`src/rtl/typed_packet_unpacker_if.sv`:
```
// Byte-stream and output bus of the typed packet unpacker.
//   master : packet source / consumer side (drives ena, din_valid, datain)
//   slave  : the unpacker (drives wren, data, last, o_header, header_ena,
//            pkt_done, err_runt)
interface typed_packet_unpacker_if #(
  parameter int HDR_WORDS = 31,
  parameter int OUT_BYTES = 2
);
  logic                      ena;
  logic                      din_valid;
  logic [7:0]                datain;
  logic                      wren;
  logic [8*OUT_BYTES-1:0]    data;
  logic                      last;
  logic [32*HDR_WORDS-1:0]   o_header;
  logic                      header_ena;
  logic                      pkt_done;
  logic                      err_runt;

  modport master (
    output ena, din_valid, datain,
    input  wren, data, last, o_header, header_ena, pkt_done, err_runt
  );

  modport slave (
    input  ena, din_valid, datain,
    output wren, data, last, o_header, header_ena, pkt_done, err_runt
  );
endinterface

```
`src/rtl/typed_packet_unpacker.sv`:
```
// Typed packet unpacker: captures a HDR_WORDS x 32-bit header into a flat
// bus and packs the following PAY_BYTES payload bytes into OUT_BYTES-wide
// words (first byte in the MSBs) with a one-cycle write strobe.
//   clock  : sole clock, rising edge
//   aclr_n : asynchronous active-low reset
//   sclr   : synchronous clear, same effect as reset, overrides ena
//   bus    : byte input (ena, din_valid, datain) and all outputs
//
// state | meaning
// IDLE  | waiting for the first accepted byte of a packet
// HDR   | filling o_header
// PAY   | assembling payload words
// DONE  | payload complete, further bytes ignored until ena falls
module typed_packet_unpacker #(
  parameter int HDR_WORDS = 31,
  parameter int PAY_BYTES = 400,
  parameter int OUT_BYTES = 2
) (
  input  logic                  clock,
  input  logic                  aclr_n,
  input  logic                  sclr,
  typed_packet_unpacker_if.slave bus
);
  localparam int HB  = 4 * HDR_WORDS;
  localparam int HCW = $clog2(HB + 1);
  localparam int PCW = $clog2(PAY_BYTES + 1);
  localparam int OW  = 8 * OUT_BYTES;
  localparam int LW  = (OUT_BYTES > 1) ? $clog2(OUT_BYTES) : 1;

  typedef enum logic [1:0] {IDLE, HDR, PAY, DONE} state_t;

  state_t                  state;
  logic [HCW-1:0]          hdr_cnt;
  logic [PCW-1:0]          pay_cnt;
  logic [LW-1:0]           lane;
  logic [OW-1:0]           asm_q;
  logic [OW-1:0]           word_next;
  logic                    wren_q, last_q, hdr_ena_q, done_q, runt_q;
  logic [OW-1:0]           data_q;
  logic [32*HDR_WORDS-1:0] hdr_q;

  logic accept, hdr_final, pay_final, word_full;

  assign accept    = bus.ena && bus.din_valid;
  assign hdr_final = (hdr_cnt == HCW'(HB - 1));
  assign pay_final = (pay_cnt == PCW'(PAY_BYTES - 1));
  assign word_full = (lane == LW'(OUT_BYTES - 1));

  // Current assembler contents with the incoming byte dropped into its lane.
  // Lanes not yet written are still zero, which gives the tail zero-fill.
  always_comb begin
    word_next = asm_q;
    for (int i = 0; i < OUT_BYTES; i++) begin
      if (lane == LW'(i)) word_next[OW-1-8*i -: 8] = bus.datain;
    end
  end

  always_ff @(posedge clock or negedge aclr_n) begin
    if (!aclr_n) begin
      state     <= IDLE;
      hdr_cnt   <= '0;
      pay_cnt   <= '0;
      lane      <= '0;
      asm_q     <= '0;
      wren_q    <= 1'b0;
      last_q    <= 1'b0;
      data_q    <= '0;
      hdr_q     <= '0;
      hdr_ena_q <= 1'b0;
      done_q    <= 1'b0;
      runt_q    <= 1'b0;
    end else if (sclr) begin
      state     <= IDLE;
      hdr_cnt   <= '0;
      pay_cnt   <= '0;
      lane      <= '0;
      asm_q     <= '0;
      wren_q    <= 1'b0;
      last_q    <= 1'b0;
      data_q    <= '0;
      hdr_q     <= '0;
      hdr_ena_q <= 1'b0;
      done_q    <= 1'b0;
      runt_q    <= 1'b0;
    end else begin
      wren_q <= 1'b0;
      last_q <= 1'b0;
      done_q <= 1'b0;
      runt_q <= 1'b0;
      if (!bus.ena) begin
        // End of packet window; a window that closed before the payload
        // completed is a runt and its partial word is dropped.
        state     <= IDLE;
        hdr_cnt   <= '0;
        pay_cnt   <= '0;
        lane      <= '0;
        asm_q     <= '0;
        hdr_ena_q <= 1'b0;
        runt_q    <= (state == HDR) || (state == PAY);
      end else begin
        case (state)
          IDLE, HDR: begin
            if (bus.din_valid) begin
              for (int k = 0; k < HB; k++) begin
                if (hdr_cnt == HCW'(k)) hdr_q[8*(HB-k)-1 -: 8] <= bus.datain;
              end
              hdr_cnt <= hdr_cnt + 1'b1;
              if (hdr_final) begin
                hdr_ena_q <= 1'b1;
                state     <= PAY;
              end else begin
                state <= HDR;
              end
            end
          end
          PAY: begin
            if (accept) begin
              pay_cnt <= pay_cnt + 1'b1;
              if (word_full || pay_final) begin
                wren_q <= 1'b1;
                data_q <= word_next;
                last_q <= pay_final;
                done_q <= pay_final;
                asm_q  <= '0;
                lane   <= '0;
              end else begin
                asm_q <= word_next;
                lane  <= lane + 1'b1;
              end
              if (pay_final) state <= DONE;
            end
          end
          DONE: ;
          default: state <= IDLE;
        endcase
      end
    end
  end

  assign bus.wren       = wren_q;
  assign bus.data       = data_q;
  assign bus.last       = last_q;
  assign bus.o_header   = hdr_q;
  assign bus.header_ena = hdr_ena_q;
  assign bus.pkt_done   = done_q;
  assign bus.err_runt   = runt_q;
endmodule

```
`src/flat_wrapper.sv`:
```
// flat-port wrapper written by rule: the top's interface ports become plain ports
module typed_packet_unpacker_flat 
#(
  parameter int HDR_WORDS = 31,
  parameter int PAY_BYTES = 400,
  parameter int OUT_BYTES = 2
)
  (clock, aclr_n, sclr, bus_ena, bus_din_valid, bus_datain, bus_wren, bus_data, bus_last, bus_o_header, bus_header_ena, bus_pkt_done, bus_err_runt);
  typed_packet_unpacker_if #(.HDR_WORDS(HDR_WORDS), .OUT_BYTES(OUT_BYTES)) bus_i ();
  input  logic clock;
  input  logic aclr_n;
  input  logic sclr;
  input wire logic [$bits(bus_i.ena)-1:0] bus_ena;
  input wire logic [$bits(bus_i.din_valid)-1:0] bus_din_valid;
  input wire logic [$bits(bus_i.datain)-1:0] bus_datain;
  output wire logic [$bits(bus_i.wren)-1:0] bus_wren;
  output wire logic [$bits(bus_i.data)-1:0] bus_data;
  output wire logic [$bits(bus_i.last)-1:0] bus_last;
  output wire logic [$bits(bus_i.o_header)-1:0] bus_o_header;
  output wire logic [$bits(bus_i.header_ena)-1:0] bus_header_ena;
  output wire logic [$bits(bus_i.pkt_done)-1:0] bus_pkt_done;
  output wire logic [$bits(bus_i.err_runt)-1:0] bus_err_runt;
  assign bus_i.ena = bus_ena;
  assign bus_i.din_valid = bus_din_valid;
  assign bus_i.datain = bus_datain;
  assign bus_wren = bus_i.wren;
  assign bus_data = bus_i.data;
  assign bus_last = bus_i.last;
  assign bus_o_header = bus_i.o_header;
  assign bus_header_ena = bus_i.header_ena;
  assign bus_pkt_done = bus_i.pkt_done;
  assign bus_err_runt = bus_i.err_runt;
  typed_packet_unpacker #(.HDR_WORDS(HDR_WORDS), .PAY_BYTES(PAY_BYTES), .OUT_BYTES(OUT_BYTES)) u_core (.clock(clock), .aclr_n(aclr_n), .sclr(sclr), .bus(bus_i));
endmodule
```
`config.mk`:
```
export PLATFORM = sky130hd
export DESIGN_NAME = typed_packet_unpacker_flat
export DESIGN_NICKNAME = d
export VERILOG_FILES = /design/src/rtl/typed_packet_unpacker_if.sv /design/src/rtl/typed_packet_unpacker.sv /design/src/flat_wrapper.sv
export SDC_FILE = /design/constraint.sdc
export NUM_CORES = 1
export LEC_CHECK = 0
export ABC_AREA = 1
export ABC_CLOCK_PERIOD_IN_PS = 2840
export BUFFER_PORTS_ARGS = -buffer_cell sky130_fd_sc_hd__buf_2
export CAP_MARGIN = 20
export CORE_AREA = 2 2 395 397
export DETAILED_ROUTE_END_ITERATION = 8
export DIE_AREA = 0 0 397 399
export PLACE_DENSITY = 0.43
export SLEW_MARGIN = 20
export SYNTH_ARGS = -nofsm -noshare
export SYNTH_HDL_FRONTEND = slang
export SYNTH_SLANG_ARGS = --single-unit
```
`constraint.sdc`:
```
create_clock -name clock -period 2.84 [get_ports clock]
set_input_delay 0.142 -clock clock [delete_from_list [all_inputs] [get_ports clock]]
set_output_delay 0.142 -clock clock [all_outputs]
set_load 0.05 [all_outputs]
```
Word-level counts from Yosys, hierarchy flattened:

Cells that the tools add are included.

* multiply operators: 0
* eq/ne operators: 135
* bitwise logic cells: 0
* shift-type cells: 0
* reduce and logical (&&, ||, !) cells: 265
* $add $sub $neg: 3
* mux-type cells: 177
* div/mod/pow operators: 0
* magnitude comparators: 0

Operator list (number)
* $mux W992: 4
* $mux W8: 126
* $reduce_and A4 Y1: 126
* $eq A7 B7 Y1 const B: 60
* $reduce_bool A2 Y1: 130
* $eq A7 B6 Y1 const B: 32
* $mux W16: 10
* $eq A7 B5 Y1 const B: 16
* $eq A7 B4 Y1 const B: 8
* $mux W9: 4
* $eq A7 B3 Y1 const B: 4
* $mux W7: 4
* $mux W1: 22
* $ne A3 B2 Y1 const B: 5
* $eq A7 B2 Y1 const B: 2
* $mux W2: 6
* $add A9 B1 Y9 const B: 1
* $eq A9 B9 Y1 const B: 1
* $ne A4 B3 Y1 const B: 2
* $add A7 B1 Y7 const B: 1
* $eq A7 B1 Y1 const B: 1
* $logic_not A7 Y1: 1
* $ne A4 B2 Y1 const B: 1
* $ne A4 B4 Y1 const B: 1
* 10 further kinds: 12

* ROM bits: 0
* memories kept: 0
* register bits: 1047
* memory bits (writable): 0
* logic and storage cells: 714
* latch bits: 0

Depth between registers and ports, before layout:

* depth in word-level cells: 7
* gate-level depth with buffers: 10
* depth with buffers taken out: 10

Worst setup path before layout:

No wires, ideal clock.

* path type: register -> register
* from: reg u_core.state[1]
* to: reg u_core.data_q[10], in the netlist u_core.bus.data[10]
* stages on the path, launching flop included: 8
* clock period less this slack: 1830 ps
* data required time: 2720 ps
* arrival: 1710 ps
* slack: 1010 ps
* path through: dfrtp_1 ha_1 nand2_1 nor2_1 nand2_1 clkbuf_1 nand3_1 nand2_1

* cells in the longest elaborated chain, start to end: 3

Ends and longest elaborated chain
* start, declared: RTL line typed_packet_unpacker.sv:32 `state_t state;`
* start signal, assigned: RTL line typed_packet_unpacker.sv:60 `state <= IDLE;`
* start signal, assigned: RTL line typed_packet_unpacker.sv:73 `state <= IDLE;`
* start signal, assigned: RTL line typed_packet_unpacker.sv:93 `state <= IDLE;`
* $eq A2 B2 Y1: RTL line typed_packet_unpacker.sv:101 `case (state)`
* $reduce_bool A2 Y1 (no source line)
* $reduce_and A4 Y1 (no source line)
* end signal, assigned: RTL line typed_packet_unpacker.sv:121 `data_q <= word_next;`
* end, declared: RTL line typed_packet_unpacker.sv:39 `logic [OW-1:0] data_q;`

No other way between the ends.
A chain may end at the register's enable or synchronous reset.

Worst setup path in the final report:

* from: reg u_core.state[1]
* to: reg u_core.hdr_q[38], in the netlist u_core.bus.o_header[38]

* cells in the longest elaborated chain, start to end: 4
* elaborated cells on any way between the ends: 5
* those cells by class: 1 x eq/ne; 4 x reduce/logical

Ends and longest elaborated chain
* $eq A2 B1 Y1 or $logic_not A2 Y1 (tied branches): RTL line typed_packet_unpacker.sv:101
* $reduce_or A2 Y1 *: RTL line typed_packet_unpacker.sv:101
* $reduce_bool A2 Y1 (no source line) *
* $reduce_and A4 Y1 (no source line) *
* end signal, assigned by index: RTL line typed_packet_unpacker.sv:105 `if (hdr_cnt == HCW'(k)) hdr_q[8*(HB-k)-1 -: 8] <= bus.datain;`
* end, declared: RTL line typed_packet_unpacker.sv:40 `logic [32*HDR_WORDS-1:0] hdr_q;`

Mark *: on every way between the ends. The rest lies on a longest branch, timed or not.

==> results_dict.tcl <==
set metrics [dict create \
    outcome "finished clean" \
    cts.root.buffer_cell "clkbuf_16" \
    critPathRequiredTime_ns 3.40 \
    h-tree-depth 3 \
    r2r-start "u_core.state[1]" \
    fin_tns_setup_ns 0 \
    arrival_ns 2.95 \
    syn-num-nets 3952 \
    cts.sinks 1047 \
    timing.critical_path.fanout_max 28 \
    synth_seq_area_share_pct 67.20 \
    grt_pass1_wl_um 238400 \
    hold_violations 0 \
    place_inst 6934 \
    critPathMostFrequentCell "buf_4" \
    route.vias.total 31723 \
    commonest_non_fill_non_tap_cell_in_the_layout "nand2_1" \
    final.period_utilization_pct 84.05 \
    post-cts-setup-buffers 0 \
    max-clock-path-buffers 3 \
    type_of_the_most_critical_hold_path "primary input to flop" \
    yosys_warnings 0 \
    clkLatencyLatePin_ns 0.77 \
    drt_first_pass_iters 5 \
    synth-async-reset-ratio_pct 100.0 \
    post_detailed_route_count_of_antenna_violating_nets 0 \
    critical_path.cell_chain "nor2_8 > nand3_2 > buf_4 > nor2_1 > nor2_2 > buf_4 > nand2_1 > o21ai_0" \
    standby_leakage_power_uw 0.02557 \
    dr.first_iter.drc_count 2338 \
    post_drt_via_cell_ratio 4.430 \
    mean_syn_cell_area_um2 9.920 \
    setup.worst_path.start_class "flop" \
    cts.hold.buffers_added 14 \
    p_per_area_nw_per_um2 764.5 \
    finish.instance_area_um2 51390 \
    groute.usage.overall_pct 20.79 \
    area_growth_pct 31.82 \
    cts-buffers-inserted 116 \
    critical_path.slowest_cell "dfrtp_1" \
    floorplan.initialDensity_pct 25.37 \
    post_cts_resize_count 0 \
    fill_cells 16074 \
    largest_net_degree_at_the_start_of_global_routing 101 \
    total_area_of_multi_input_combinational_cells_um2 11180 \
    worstMarginPinSlew_ns 0.9958 \
    timing.max_slew.rel_slack_pct 33.37 \
    ioPinCount 1026 \
    wl_um 169300 \
    drive_above_1_share_pct 28.84 \
    critPathLaunch "u_core.state[1]" \
    globalRouteOverflowTotal 0 \
    timing.final.crit_period_ns 2.387 \
    start_point_of_the_worst_min_delay_path "bus_ena" \
    post_synth_inst_count 3930 \
    syn_area_um2 38990 \
    maxClockFrequency_mhz 418.9 \
    number_of_global_route_vias_before_repair 30894 \
    avgRoutedWirePerCell_um 23.64 \
    place.detailed.hpwl_um 119800 \
    seq_area_um2 26200 \
    clock_tree_from_tritoncts "yes" \
    most-common-layout-cells "nand2_1, dfrtp_1, buf_2, o21ai_0, nor2_1" \
    number_of_storage_elements_in_the_synthesis_netlist 1047 \
    clock-skew-final_ns 0.05491 \
    dieHeight_um 399 \
    ir_drop_v 0.0006108 \
    globalplace.congestion 0.8058 \
    slew_viol_final 0 \
    drcViolationCount 0 \
    port_buffers 1025 \
    rsz0062_at_grt "no" \
    fp-row-count 144 \
    number_of_synthesized_flops_with_an_enable_pin 0 \
    layoutNonFillerInstCount 7161 \
    end_kind "flop" \
    synthFlopType "dfrtp_1" \
    critical-path-max-stage-delay_ns 0.48 \
    finalNetCount 5044 \
    placed_cell_area_um2 47430 \
    cts.clk_slew.worst_paths_ns 0.06 \
    fp.dieW_um 397 \
    timing.max_cap.violations 0 \
    antenna_found_initial 4 \
    fp.coreArea_um2 153700 \
    criticalPathCategory "flop to flop" \
    finalSetupViolCount 0 \
    die-area_um2 158400 \
    number_of_unique_standard_cell_types_used_by_synthesis 30 \
]
[area by class of cell]
type                            instances  area share (%)
Antenna cell                            2        0.009739
Clock buffer                          173           6.532
Clock inverter                         38          0.8643
Inverter                              128          0.9739
Multi-Input combinational cell       2502           21.76
Sequential cell                      1047           50.98
Tap cell                             2044           4.976
Timing Repair Buffer                 1227           13.90
[cells in the mapped netlist (3+ instances only)]
cell         n  area share (%)
nand2_1   1109              11
dfrtp_1   1047              67
o21ai_0    958              12
nor2_1     216             2.1
clkbuf_1   123             1.2
buf_2      116             1.5
inv_1      104             1.0
o21ai_1     76            0.98
nand3_1     35            0.45
nand4_1     25            0.40
nor2_2      24            0.39
inv_2       21            0.20
a21oi_1     16            0.21
buf_4       10            0.19
ha_1         9            0.29
nand3_2      9            0.23
nor2_4       7            0.20
nor3_1       5           0.064
buf_6        3           0.087
clkinv_1     3           0.029
nand2_2      3           0.048
[state kept, by name, summed over array words and instances, names as in the netlist]
signal and count:
u_core.bus.data 16, u_core.bus.header_ena 1, u_core.lane 1, u_core.bus.err_runt 1, u_core.bus.o_header 992, u_core.hdr_cnt 7
u_core.bus.last 1, u_core.bus.wren 1, u_core.asm_q 16, u_core.pay_cnt 9, u_core.state 2
[stage by stage]
step	worst slack [ns]	utilization, %	power [uW]	hold WS, ns
final	0.4531	33.44	39290	0.3421
after global routing	0.2278	33.44	40830	0.2767
after CTS	0.4032	33.43	39810	0.2290
after detailed placement	0.4195	30.86	24450	0.1954
after global placement	0.4099	30.86	24420	0.2063
after floorplan	1.010	-	21620	-0.1536
[worst max-delay path, delay by kind of cell, from the launching register on]
kind | cells | cell delay [ns]
AOI/OAI and AO/OA | 1 | 0.07
and+or+nand+nor | 5 | 1.12
DFF | 1 | 0.48
buffers and inverters | 2 | 0.56
[final timing paths]
path | depth (start not counted) | slack [ns] | to
worst min register to register | 2 | 0.48 | u_core.bus.o_header[685]
max in group asynchronous | 4 | 1.35 | u_core.bus.o_header[984]
min in group asynchronous | 3 | 0.57 | u_core.bus.o_header[715]
worst max-delay path | 8 | 0.45 | u_core.bus.o_header[38]
worst min-delay path | 3 | 0.34 | u_core.bus.err_runt
worst max register to register | 8 | 0.45 | u_core.bus.o_header[38]
[report_power, final]
part / internal, uW / switching, uW / total [uW]
clock network: 8560 / 6610 / 15200
logic: 1350 / 6240 / 7590
registers: 16000 / 566 / 16500
total: 25900 / 13400 / 39300
[metal layers]
layer  GRT usage (%)  vias up  wire length [um]
met2           34.37      954             80760
met5               0        -                 0
li1                -    14996                 -
met3           5.644      219             12140
met1           26.54    15554             71630
met4           6.097        0              4787
[kinds of logic after synthesis]
family	Yosys count	synth area share (%)
and+or+nand+nor	1438	14.70
adders and majority gates	9	0.2888
DFF	1047	67.20
buffers and inverters	381	4.223
AOI/OAI and AO/OA	1055	13.58
(Power assumes the default switching activity.)
